$ cat config.mk
export PLATFORM = sky130hd
export DESIGN_NAME = operand_collector
export DESIGN_NICKNAME = d
export VERILOG_FILES = /design/src/rtl/operand_collector_pkg.sv /design/src/rtl/operand_bank.sv /design/src/rtl/operand_collector.sv
export SDC_FILE = /design/constraint.sdc
export NUM_CORES = 1
export LEC_CHECK = 0
export ABC_AREA = 1
export CAP_MARGIN = 20
export CELL_PAD_IN_SITES_DETAIL_PLACEMENT = 1
export CELL_PAD_IN_SITES_GLOBAL_PLACEMENT = 1
export CORE_MARGIN = 1.5
export CORE_UTILIZATION = 40
export CTS_CLUSTER_DIAMETER = 30
export DETAILED_ROUTE_END_ITERATION = 10
export GPL_ROUTABILITY_DRIVEN = 0
export GPL_TIMING_DRIVEN = 0
export PLACE_DENSITY_LB_ADDON = 0.08
export SLEW_MARGIN = 30
export SYNTH_ARGS = -nofsm -noshare
export SYNTH_HDL_FRONTEND = slang
export SYNTH_SLANG_ARGS = --single-unit
$ cat constraint.sdc
create_clock -name clk -period 4.6 [get_ports clk]
set_input_delay 0.69 -clock clk [delete_from_list [all_inputs] [get_ports clk]]
set_output_delay 0.69 -clock clk [all_outputs]
set_load 0.02 [all_outputs]
$ cat src/rtl/operand_collector_pkg.sv
// Shared types and helpers for the operand collector and its bench.
package operand_collector_pkg;

  localparam int DEFAULT_DATA_WIDTH   = 16;
  localparam int DEFAULT_NUM_OPERANDS = 4;

  typedef logic [DEFAULT_DATA_WIDTH-1:0] word_t;

  typedef enum logic [1:0] {
    HOLD_EMPTY,
    HOLD_PENDING,
    HOLD_ISSUE
  } hold_state_t;

  // Bit offset of operand k inside a packed set of width-bit words.
  function automatic int operand_lsb(input int k, input int width);
    return k * width;
  endfunction

endpackage

$ cat src/rtl/operand_bank.sv
// NUM_OPERANDS x DATA_WIDTH register array: indexed write, bulk load, bulk read, clear.
module operand_bank
  import operand_collector_pkg::*;
#(
  parameter int DATA_WIDTH   = DEFAULT_DATA_WIDTH,
  parameter int NUM_OPERANDS = DEFAULT_NUM_OPERANDS,
  localparam int IDX_W = (NUM_OPERANDS > 1) ? $clog2(NUM_OPERANDS) : 1
) (
  input  logic                               clk,
  input  logic                               rst,
  input  logic                               clr,
  input  logic                               wr_en,
  input  logic [IDX_W-1:0]                   wr_idx,
  input  logic [DATA_WIDTH-1:0]              wr_data,
  input  logic                               load_en,
  input  logic [NUM_OPERANDS*DATA_WIDTH-1:0] load_data,
  output logic [NUM_OPERANDS*DATA_WIDTH-1:0] rd_data
);

  logic [DATA_WIDTH-1:0] mem [NUM_OPERANDS];

  // Clear wins over writes so a discard or handoff never leaves a stray word.
  always_ff @(posedge clk or posedge rst) begin
    if (rst) begin
      for (int k = 0; k < NUM_OPERANDS; k++) mem[k] <= '0;
    end else if (clr) begin
      for (int k = 0; k < NUM_OPERANDS; k++) mem[k] <= '0;
    end else if (load_en) begin
      for (int k = 0; k < NUM_OPERANDS; k++)
        mem[k] <= load_data[operand_lsb(k, DATA_WIDTH) +: DATA_WIDTH];
    end else if (wr_en) begin
      mem[wr_idx] <= wr_data;
    end
  end

  always_comb begin
    rd_data = '0;
    for (int k = 0; k < NUM_OPERANDS; k++)
      rd_data[operand_lsb(k, DATA_WIDTH) +: DATA_WIDTH] = mem[k];
  end

endmodule

$ cat src/rtl/operand_collector.sv
// Double-buffered serial-to-parallel operand gatherer with a one-cycle start pulse.
// Optional partial-set discard on idle is enabled by defining COLLECTOR_TIMEOUT_EN.
//
// state        | meaning
// HOLD_EMPTY   | hold bank free, handoff from the fill bank allowed
// HOLD_PENDING | hold bank has a set waiting for ready
// HOLD_ISSUE   | start is high this cycle, set issued
module operand_collector
  import operand_collector_pkg::*;
#(
  parameter int DATA_WIDTH     = DEFAULT_DATA_WIDTH,
  parameter int NUM_OPERANDS   = DEFAULT_NUM_OPERANDS,
  parameter int TIMEOUT_CYCLES = 64,
  localparam int CNT_W = $clog2(NUM_OPERANDS + 1)
) (
  input  logic                               clk,
  input  logic                               rst,
  input  logic [DATA_WIDTH-1:0]              data_in,
  input  logic                               data_valid,
  output logic                               data_accept,
  input  logic                               ready,
  output logic                               start,
  output logic [NUM_OPERANDS*DATA_WIDTH-1:0] data_out,
  output logic [CNT_W-1:0]                   fill_count,
  output logic                               timeout
);

  localparam int IDX_W = (NUM_OPERANDS > 1) ? $clog2(NUM_OPERANDS) : 1;
  localparam logic [CNT_W-1:0] FULL = CNT_W'(NUM_OPERANDS);
  localparam logic [CNT_W-1:0] LAST = CNT_W'(NUM_OPERANDS - 1);

  if (NUM_OPERANDS < 2 || NUM_OPERANDS > 16) begin : g_bad_num_operands
    $error("operand_collector: NUM_OPERANDS must be in 2..16");
  end
  if (TIMEOUT_CYCLES < 1) begin : g_bad_timeout
    $error("operand_collector: TIMEOUT_CYCLES must be at least 1");
  end

  hold_state_t                        hold_state;
  logic                               live;
  logic                               xfer;
  logic                               last_xfer;
  logic                               handoff;
  logic                               discard;
  logic [NUM_OPERANDS*DATA_WIDTH-1:0] fill_words;
  logic [NUM_OPERANDS*DATA_WIDTH-1:0] hold_load;

  // live keeps data_accept low while in reset and for the first cycle after it.
  assign data_accept = live && (fill_count != FULL);
  assign xfer        = data_valid && data_accept;
  assign last_xfer   = xfer && (fill_count == LAST);
  assign handoff     = (hold_state == HOLD_EMPTY) && (last_xfer || (fill_count == FULL));

  // On a same-edge handoff the last word bypasses the fill bank.
  always_comb begin
    hold_load = fill_words;
    if (last_xfer)
      hold_load[operand_lsb(NUM_OPERANDS - 1, DATA_WIDTH) +: DATA_WIDTH] = data_in;
  end

  operand_bank #(
    .DATA_WIDTH  (DATA_WIDTH),
    .NUM_OPERANDS(NUM_OPERANDS)
  ) u_fill_bank (
    .clk      (clk),
    .rst      (rst),
    .clr      (handoff || discard),
    .wr_en    (xfer),
    .wr_idx   (fill_count[IDX_W-1:0]),
    .wr_data  (data_in),
    .load_en  (1'b0),
    .load_data('0),
    .rd_data  (fill_words)
  );

  operand_bank #(
    .DATA_WIDTH  (DATA_WIDTH),
    .NUM_OPERANDS(NUM_OPERANDS)
  ) u_hold_bank (
    .clk      (clk),
    .rst      (rst),
    .clr      (1'b0),
    .wr_en    (1'b0),
    .wr_idx   ('0),
    .wr_data  ('0),
    .load_en  (handoff),
    .load_data(hold_load),
    .rd_data  (data_out)
  );

  always_ff @(posedge clk or posedge rst) begin
    if (rst) begin
      hold_state <= HOLD_EMPTY;
      start      <= 1'b0;
      live       <= 1'b0;
      fill_count <= '0;
    end else begin
      live  <= 1'b1;
      start <= 1'b0;
      case (hold_state)
        HOLD_EMPTY: begin
          // A ready consumer gets the set on the handoff edge itself.
          if (handoff) begin
            if (ready) begin
              hold_state <= HOLD_ISSUE;
              start      <= 1'b1;
            end else begin
              hold_state <= HOLD_PENDING;
            end
          end
        end
        HOLD_PENDING: begin
          if (ready) begin
            hold_state <= HOLD_ISSUE;
            start      <= 1'b1;
          end
        end
        HOLD_ISSUE: hold_state <= HOLD_EMPTY;
        default:    hold_state <= HOLD_EMPTY;
      endcase

      if (handoff || discard)
        fill_count <= '0;
      else if (xfer)
        fill_count <= fill_count + CNT_W'(1);
    end
  end

`ifdef COLLECTOR_TIMEOUT_EN
  localparam int TMR_W = $clog2(TIMEOUT_CYCLES + 1);
  localparam logic [TMR_W-1:0] TMR_LOAD = TMR_W'(TIMEOUT_CYCLES - 1);

  logic [TMR_W-1:0] idle_tmr;
  logic             idle_cycle;

  assign idle_cycle = (fill_count != '0) && (fill_count != FULL) && !xfer;
  assign discard    = idle_cycle && (idle_tmr == '0);

  // Down-counter: reloaded whenever the partial set is not sitting idle.
  always_ff @(posedge clk or posedge rst) begin
    if (rst) begin
      idle_tmr <= '0;
      timeout  <= 1'b0;
    end else begin
      timeout <= discard;
      if (!idle_cycle || discard)
        idle_tmr <= TMR_LOAD;
      else
        idle_tmr <= idle_tmr - TMR_W'(1);
    end
  end
`else
  assign discard = 1'b0;
  assign timeout = 1'b0;
`endif

endmodule
Word-level counts from Yosys, hierarchy flattened --
Index checks and enable logic that the tools add are counted.
Cells by class: add/sub/neg operators 1, $lt $le $gt $ge 2, equal/unequal tests 6, muxes and demuxes 15, bitwise logic cells 1, reduce and logical (&&, ||, !) cells 9
Operator list (number):
- $mux 64 | 2
- $bwmux 64 | 1
- $demux 16 s2 | 1
- $mux 16 | 2
- $mux 2 | 3
- $mux 3 | 2
- $logic_and 1x1->1 | 5
- $ne 2x2->1 const B | 2
- $pmux 2 s2 | 1
- $add 3x1->3 const B | 1
- $eq 3x2->1 const B | 1
- $eq 3x3->1 const B | 1
- $ge 3x3->1 const B | 1
- $lt 3x1->1 const B | 1
- $ne 3x3->1 const B | 1
- $not 2->3 | 1
- $eq 2x1->1 const B | 1
- $logic_not 2->1 | 1
- $mux 1 | 2
- $pmux 1 s2 | 1
- $reduce_and 2->1 | 1
- $reduce_bool 2->1 | 1
- $logic_or 1x1->1 | 1
Storage, ports and cells: bits in registers 135, input bits 20, output and inout bits 70, logic and storage cells 46

Logic depth before layout (Yosys ltp) --
Gate-level depths: netlist of run 1.
word-level depth 8, gate-level depth with buffers 11, mapped depth without buffers 9

Hierarchy --
From an unflattened synthesis of run 1, not the netlist that was laid out.
Unflattened totals: cells, all modules 1150, area total of the unflattened synthesis 7803.7 µm²
Modules (own cells, without submodules):
- operand_bank | instances 2, cells an instance 529, area each 3616.0 µm², seq. area each 1601.5 µm²
- operand_collector | instances 1, cells an instance 92, area each 571.8 µm², seq. area each 175.2 µm²

Worst setup path after synthesis of run 1 --
Ideal clock, no wire load.
kind reg2out, start point register fill_count[0], end point output port data_accept, data arrival time 1196 ps, data required time 3910 ps, setup slack 2714 ps, stages on the path, launching flop included 5, cells stage by stage dfrtp_1 -> inv_1 -> ha_1 -> nand2_2 -> and2_1
Between the ends: word-level cells in the longest chain between the ends 2
Ends and longest elaborated chain:
- start: declaration | RTL line operand_collector.sv:24 | output logic [CNT_W-1:0] fill_count,
- start signal: assignment | RTL line operand_collector.sv:125 | fill_count <= fill_count + CNT_W'(1);
- $ne 3x3->1 | RTL line operand_collector.sv:49 | assign data_accept = live && (fill_count != FULL);
- $logic_and 1x1->1 | RTL line operand_collector.sv:49
- end: declaration | RTL line operand_collector.sv:20 | output logic data_accept,
Every way passes these cells.

Worst setup path after layout of run 1 --
Ends and elaborated chain as after synthesis.

==> impl_metrics.toml, run 1 <==
[setup_path]
cp-start-kind = "flip-flop"
path_max_fanout = 5
required_ns = 3.91
cp_data_arrival_time_ns = 2.20
critical_path_class = "flip-flop to output port"
critical_path.endpoint_type = "output port"

[power_and_ir_drop]
power_leakage_nw = 4.203
ir_drop_mv = 0.2795
pwr_density_cell_mw_per_mm2 = 704.7

[logic_synthesis]
ys_ff_latch = 135
synth.area.top_cells = "dfrtp_1 (57%), nand2_1 (19%), inv_1 (7.8%), o21ai_0 (6.0%), o21ai_1 (3.7%)"
postSynthAreaPerCell_um2 = 8.173
yosys.area.top_type = "dfrtp_1"
async_flop_share = 1.000
synth.yosys.seq_area_share = 0.5670
synth_ff_type = "dfrtp_1"
synth_edf_count = 0
synth_cells = 729
synthDistinctLibCells = 22
synth_top_area_share = 0.5670
synth_warnings = 0
synth_area_mm2 = 0.005958
syn_nets = 754

[clock_network]
path_clk_slew_ns = 0.06
cts_resized = 0
post_cts_buffers = 0
clk_latency_ns = 0.42
htreeDepth = 4
cts_made_buffers = 17
cts.sinks = 135
cts_tree = "yes"
clk_path_buf_depth = 2
holdBufCountCts = 0
root_buffer = "clkbuf_16"

[detailed_routing]
num_vias = 5039
wirelength_um = 17860
ant_nets = 0
routedWlPerCell_um = 17.29
drt-vias-per-instance = 4.878
drtIter0Drc = 287
drc_errors = 0
firstDrtPassIters = 5

[finish]
syn2layout_area_growth_pct = 30.01
drive_gt1_frac = 0.08127
finalNetCount = 862
fin_util = 0.5330
final_cell_mix = "nand2_1 (294), dfrtp_1 (135), inv_1 (123)"
final_common_cell = "nand2_1"
n_antenna_cell = 0

[grt]
grt_usage = 0.2375
grt_start_max_net_pins = 84
grt_pass1_wl_um = 28610
antenna_found_initial = 0
grt_pass1_vias = 5344
grt_remaining_overflow = 0

[floorplan]
num_io_pins = 90
initial_utilization = 0.4100
die_area_mm2 = 0.01564
die_w_um = 125.0
num_rows = 44
die_y_um = 125.0
coreArea_mm2 = 0.01453

[placement]
io_buffers = 88
post-dp-hpwl_um = 12530
dpl_worst_slack_ns = 2.139

[sta]
slew_violations = 0
hold_viol = 0
finalWorstPathRequiredPeriod_ns = 2.892
rsz0062_at_grt = "false"
slew_headroom = 0.5919
skew_ns = 0.007116
worst_slew_pin_slew_ns = 0.6121
fin_crit_sh = 0.6286
max_clock_freq_mhz = 345.8
setup_ws_ns = 1.708
setup_viol = 0

[run_status]
status = "completed"

[min_path]
hold_class = "flip-flop to flip-flop"

[run]
maxCapViolCount = 0
[cell families after synthesis]
logic type      count (synthesis)  share of synthesized area
compound gates                115                    0.09660
xor+xnor                        1                   0.001470
fa+ha+maj                       5                    0.01050
buf+inv                       163                     0.1182
flops                         135                     0.5670
other cells                     2                   0.001260
simple gates                  308                     0.2050
[cell usage after synthesis (3+ instances only)]
cell and count:
buf_2 11, buf_4 12, buf_6 4, clkbuf_1 10
dfrtp_1 135, ha_1 5, inv_1 124, nand2_1 294
nor2_1 4, nor2_4 3, o21ai_0 71, o21ai_1 44
[cell type report]
cell class              count  area, µm²
fillers                  1754       6788
plain buffers              38      232.7
repair buffers             89      908.4
well taps                 184      230.2
multi-input cells         431       1876
flip-flops and latches    135       3378
clock inverters            13      202.7
inverters                 125      479.2
clock buffers              18      439.2
[stage by stage]
step                total power, mW  setup TNS (ns)  std cells  hold WS, ns  instance area, µm²
floorplan                     3.089               0        729       0.4422                5958
global placement              3.856         -217.20       1001       0.4624                7069
detailed placement            3.975               0       1002       0.4573                7104
CTS                           5.509               0       1033       0.4680                7746
global route                  5.792               0       1033       0.4801                7746
finish                        5.459               0       1033       0.4666                7746
[state kept, by name (all words and copies together), names as in the netlist]
| signal | cells |
|---|---|
| u_fill_bank.rd_data | 64 |
| u_hold_bank.rd_data | 64 |
| hold_state | 2 |
| start | 1 |
| fill_count | 3 |
| live | 1 |
[power by group]
part / leakage, nW / switching [mW] / total [mW] / internal (mW)
Clock: 0.312 / 0.521 / 1.49 / 0.971
Combinational: 2.10 / 1.25 / 2.08 / 0.827
Sequential: 1.79 / 0.238 / 1.89 / 1.65
[path summary, 6_finish.rpt]
check / start / slack, ns / cells after the start / to
setup / recovery: fill_count[0] / 1.71 / 5 / data_accept
hold / removal: u_fill_bank.rd_data[12] / 0.47 / 2 / u_hold_bank.rd_data[12]
setup reg to reg: fill_count[0] / 2.53 / 9 / u_fill_bank.rd_data[40]
hold reg to reg: u_fill_bank.rd_data[12] / 0.47 / 2 / u_hold_bank.rd_data[12]
max in group asynchronous: rst / 3.16 / 3 / u_hold_bank.rd_data[55]
min in group asynchronous: rst / 0.76 / 2 / u_hold_bank.rd_data[22]
[worst max-delay path, stage by stage (launching register included)]
cell,delay (ns)
dfrtp_1,0.47
inv_1,0.11
ha_1,0.24
nand2_2,0.14
and2_1,0.20
clkdlybuf4s50_1,0.62
[layer usage]
metal  wire (µm)  part of all wire  GRT usage
met1        8317              0.47     0.3205
met5           0                 0          0
met3         668             0.037    0.03808
met2        8483              0.47     0.3883
met4         389             0.022    0.08824
No activity file was read; power rests on OpenSTA's default activity.
==> run 2, diff against run 1 <==
==> constraint.sdc (replaced) <==
create_clock -name clk -period 2.9 [get_ports clk]
set_input_delay 0.435 -clock clk [delete_from_list [all_inputs] [get_ports clk]]
set_output_delay 0.435 -clock clk [all_outputs]
set_load 0.02 [all_outputs]
==> impl_metrics.toml, run 2 (same netlist as run 1, synthesis figures left out) <==
[sta]
slew_violations = 0
finalWorstPathRequiredPeriod_ns = 2.688
slew_headroom = 0.6532
setup_ws_ns = 0.2115
fin_crit_sh = 0.9271
max_clock_freq_mhz = 372.0
tns_ns = 0
rsz0062_at_grt = "false"
skew_ns = 0.005859
setup_viol = 0
hold_viol = 0
worst_slew_pin_slew_ns = 0.5191

[floorplan]
die_y_um = 125.0
die_area_mm2 = 0.01564
initial_utilization = 0.4100
num_rows = 44
coreArea_mm2 = 0.01453
num_io_pins = 90
die_w_um = 125.0

[placement]
io_buffers = 88
dp_cells = 1006
dpl_worst_slack_ns = 0.6593
post-dp-hpwl_um = 12990

[finish]
final_common_cell = "nand2_1"
syn2layout_area_growth_pct = 31.79
finalNetCount = 866
multiInputGateArea_mm2 = 0.001876
n_antenna_cell = 0
drive_gt1_frac = 0.08665
final_cell_mix = "nand2_1 (294), dfrtp_1 (135), inv_1 (123)"
register_area_mm2 = 0.003378
layoutNonFillerInstCount = 1038
fin_util = 0.5403
nFillCells = 1737

[min_path]
hold_class = "input pin to async pin"

[detailed_routing]
drtIter0Drc = 233
routed-wl-met2_um = 8506
routedWlPerCell_um = 17.37
wl_met3_um = 638
drc_errors = 0
num_vias = 5045
drt-vias-per-instance = 4.860
ant_nets = 0
routed.top_layer = "met4"
wirelength_um = 18030
wl_met1_um = 8333
firstDrtPassIters = 4

[setup_path]
cp_slowest_stage_delay_ns = 0.63
path_cells = "inv_1 -> ha_1 -> nand2_2 -> and2_1 -> clkdlybuf4s50_1"
cp_data_arrival_time_ns = 2.25
cp-start-kind = "flip-flop"
critical_path_class = "flip-flop to output port"
critical_path.endpoint_type = "output port"
r2r_slack_ns = 0.77
required_ns = 2.47
cpMaxStageDelayCell = "clkdlybuf4s50_1"
path_max_fanout = 5

[clock_network]
cts_made_buffers = 17
holdBufCountCts = 0
root_buffer = "clkbuf_16"
clk_path_buf_depth = 2
cts.sinks = 135
clk_latency_ns = 0.42
htreeDepth = 4
path_clk_slew_ns = 0.06
post_cts_buffers = 0
cts_tree = "yes"
cts_resized = 0

[power_and_ir_drop]
pwr_density_cell_mw_per_mm2 = 1112
ir_drop_mv = 0.4815
power_leakage_nw = 4.248

[grt]
grt_pass1_wl_um = 30120
antenna_found_initial = 0
grt_remaining_overflow = 0
grt_pass1_vias = 5601
grt_start_max_net_pins = 30
grt_usage = 0.2494

[run_status]
status = "completed"

[run]
maxCapViolCount = 0
run 2: cell types whose count changed in the layout (fill, tap and decap cells not counted):
| cell | previous run | this run |
|---|---|---|
| buf_12 | 0 | 3 |
| clkbuf_8 | 1 | 3 |
| buf_16 | 1 | 2 |
| clkinv_2 | 4 | 3 |
| clkinv_4 | 1 | 2 |
| inv_8 | 1 | 0 |
| clkinvlp_4 | 2 | 3 |
| inv_6 | 1 | 0 |
run 2: metal layers:
layer	track usage	up-vias
met1	0.3329	2491
met4	0.1056	0
met3	0.04108	32
met5	0	-
li1	-	2409
met2	0.4050	113
run 2: final timing paths:
| path | startpoint | end | cells after the start |
|---|---|---|---|
| worst min register to register | u_hold_bank.rd_data[0] | u_hold_bank.rd_data[0] | 2 |
| worst min-delay path | rst | u_hold_bank.rd_data[22] | 2 |
| max in group asynchronous | rst | u_hold_bank.rd_data[59] | 4 |
| min in group clk | u_hold_bank.rd_data[0] | u_hold_bank.rd_data[0] | 2 |
| worst max register to register | fill_count[0] | u_fill_bank.rd_data[39] | 9 |
| worst max-delay path | fill_count[0] | data_accept | 5 |
run 2: where the power goes:
part           internal, mW  switching [mW]  total (mW)
clock network          1.59           0.824        2.41
registers              2.62           0.380        3.00
logic                  1.32            1.99        3.32
total                  5.53            3.20        8.73
run 2: layout make-up:
class | instances | area share
flip-flops and latches | 135 | 0.4302
multi-input cells | 431 | 0.2388
repair buffers | 93 | 0.1268
inverters | 125 | 0.06055
clock buffers | 20 | 0.05943
plain buffers | 38 | 0.02964
well taps | 184 | 0.02932
clock inverters | 12 | 0.02518
run 2: metrics by stage:
step	hold slack (ns)	cell area, µm²	power (mW)
2_1_floorplan	0.4422	5962	4.901
3_3_place_gp	0.4626	7073	6.124
3_5_place_dp	0.4658	7188	6.334
4_1_cts	0.4040	7853	8.820
5_1_grt	0.4463	7853	9.303
6_report	0.4011	7853	8.733
run 2: worst max-delay path: cells and delay by family (launching register included):
| family | cells | cell delay (ns) |
|---|---|---|
| buffers and inverters | 2 | 0.74 |
| flip-flops | 1 | 0.48 |
| AND/OR/NAND/NOR | 2 | 0.34 |
| adder cells (fa/ha/maj) | 1 | 0.26 |
==> run 3, diff against run 2 <==
--- a/config.mk
+++ b/config.mk
@@ -6,12 +6,12 @@
 export NUM_CORES = 1
 export LEC_CHECK = 0
 export ABC_AREA = 1
-export CAP_MARGIN = 20
 export CELL_PAD_IN_SITES_DETAIL_PLACEMENT = 1
 export CELL_PAD_IN_SITES_GLOBAL_PLACEMENT = 1
 export CORE_MARGIN = 1.5
 export CORE_UTILIZATION = 40
 export CTS_CLUSTER_DIAMETER = 30
+export CTS_CLUSTER_SIZE = 10
 export DETAILED_ROUTE_END_ITERATION = 10
 export GPL_ROUTABILITY_DRIVEN = 0
 export GPL_TIMING_DRIVEN = 0
==> results of run 3 <==
Same layout as run 2: the final DEF is identical, and so are final timing and power.
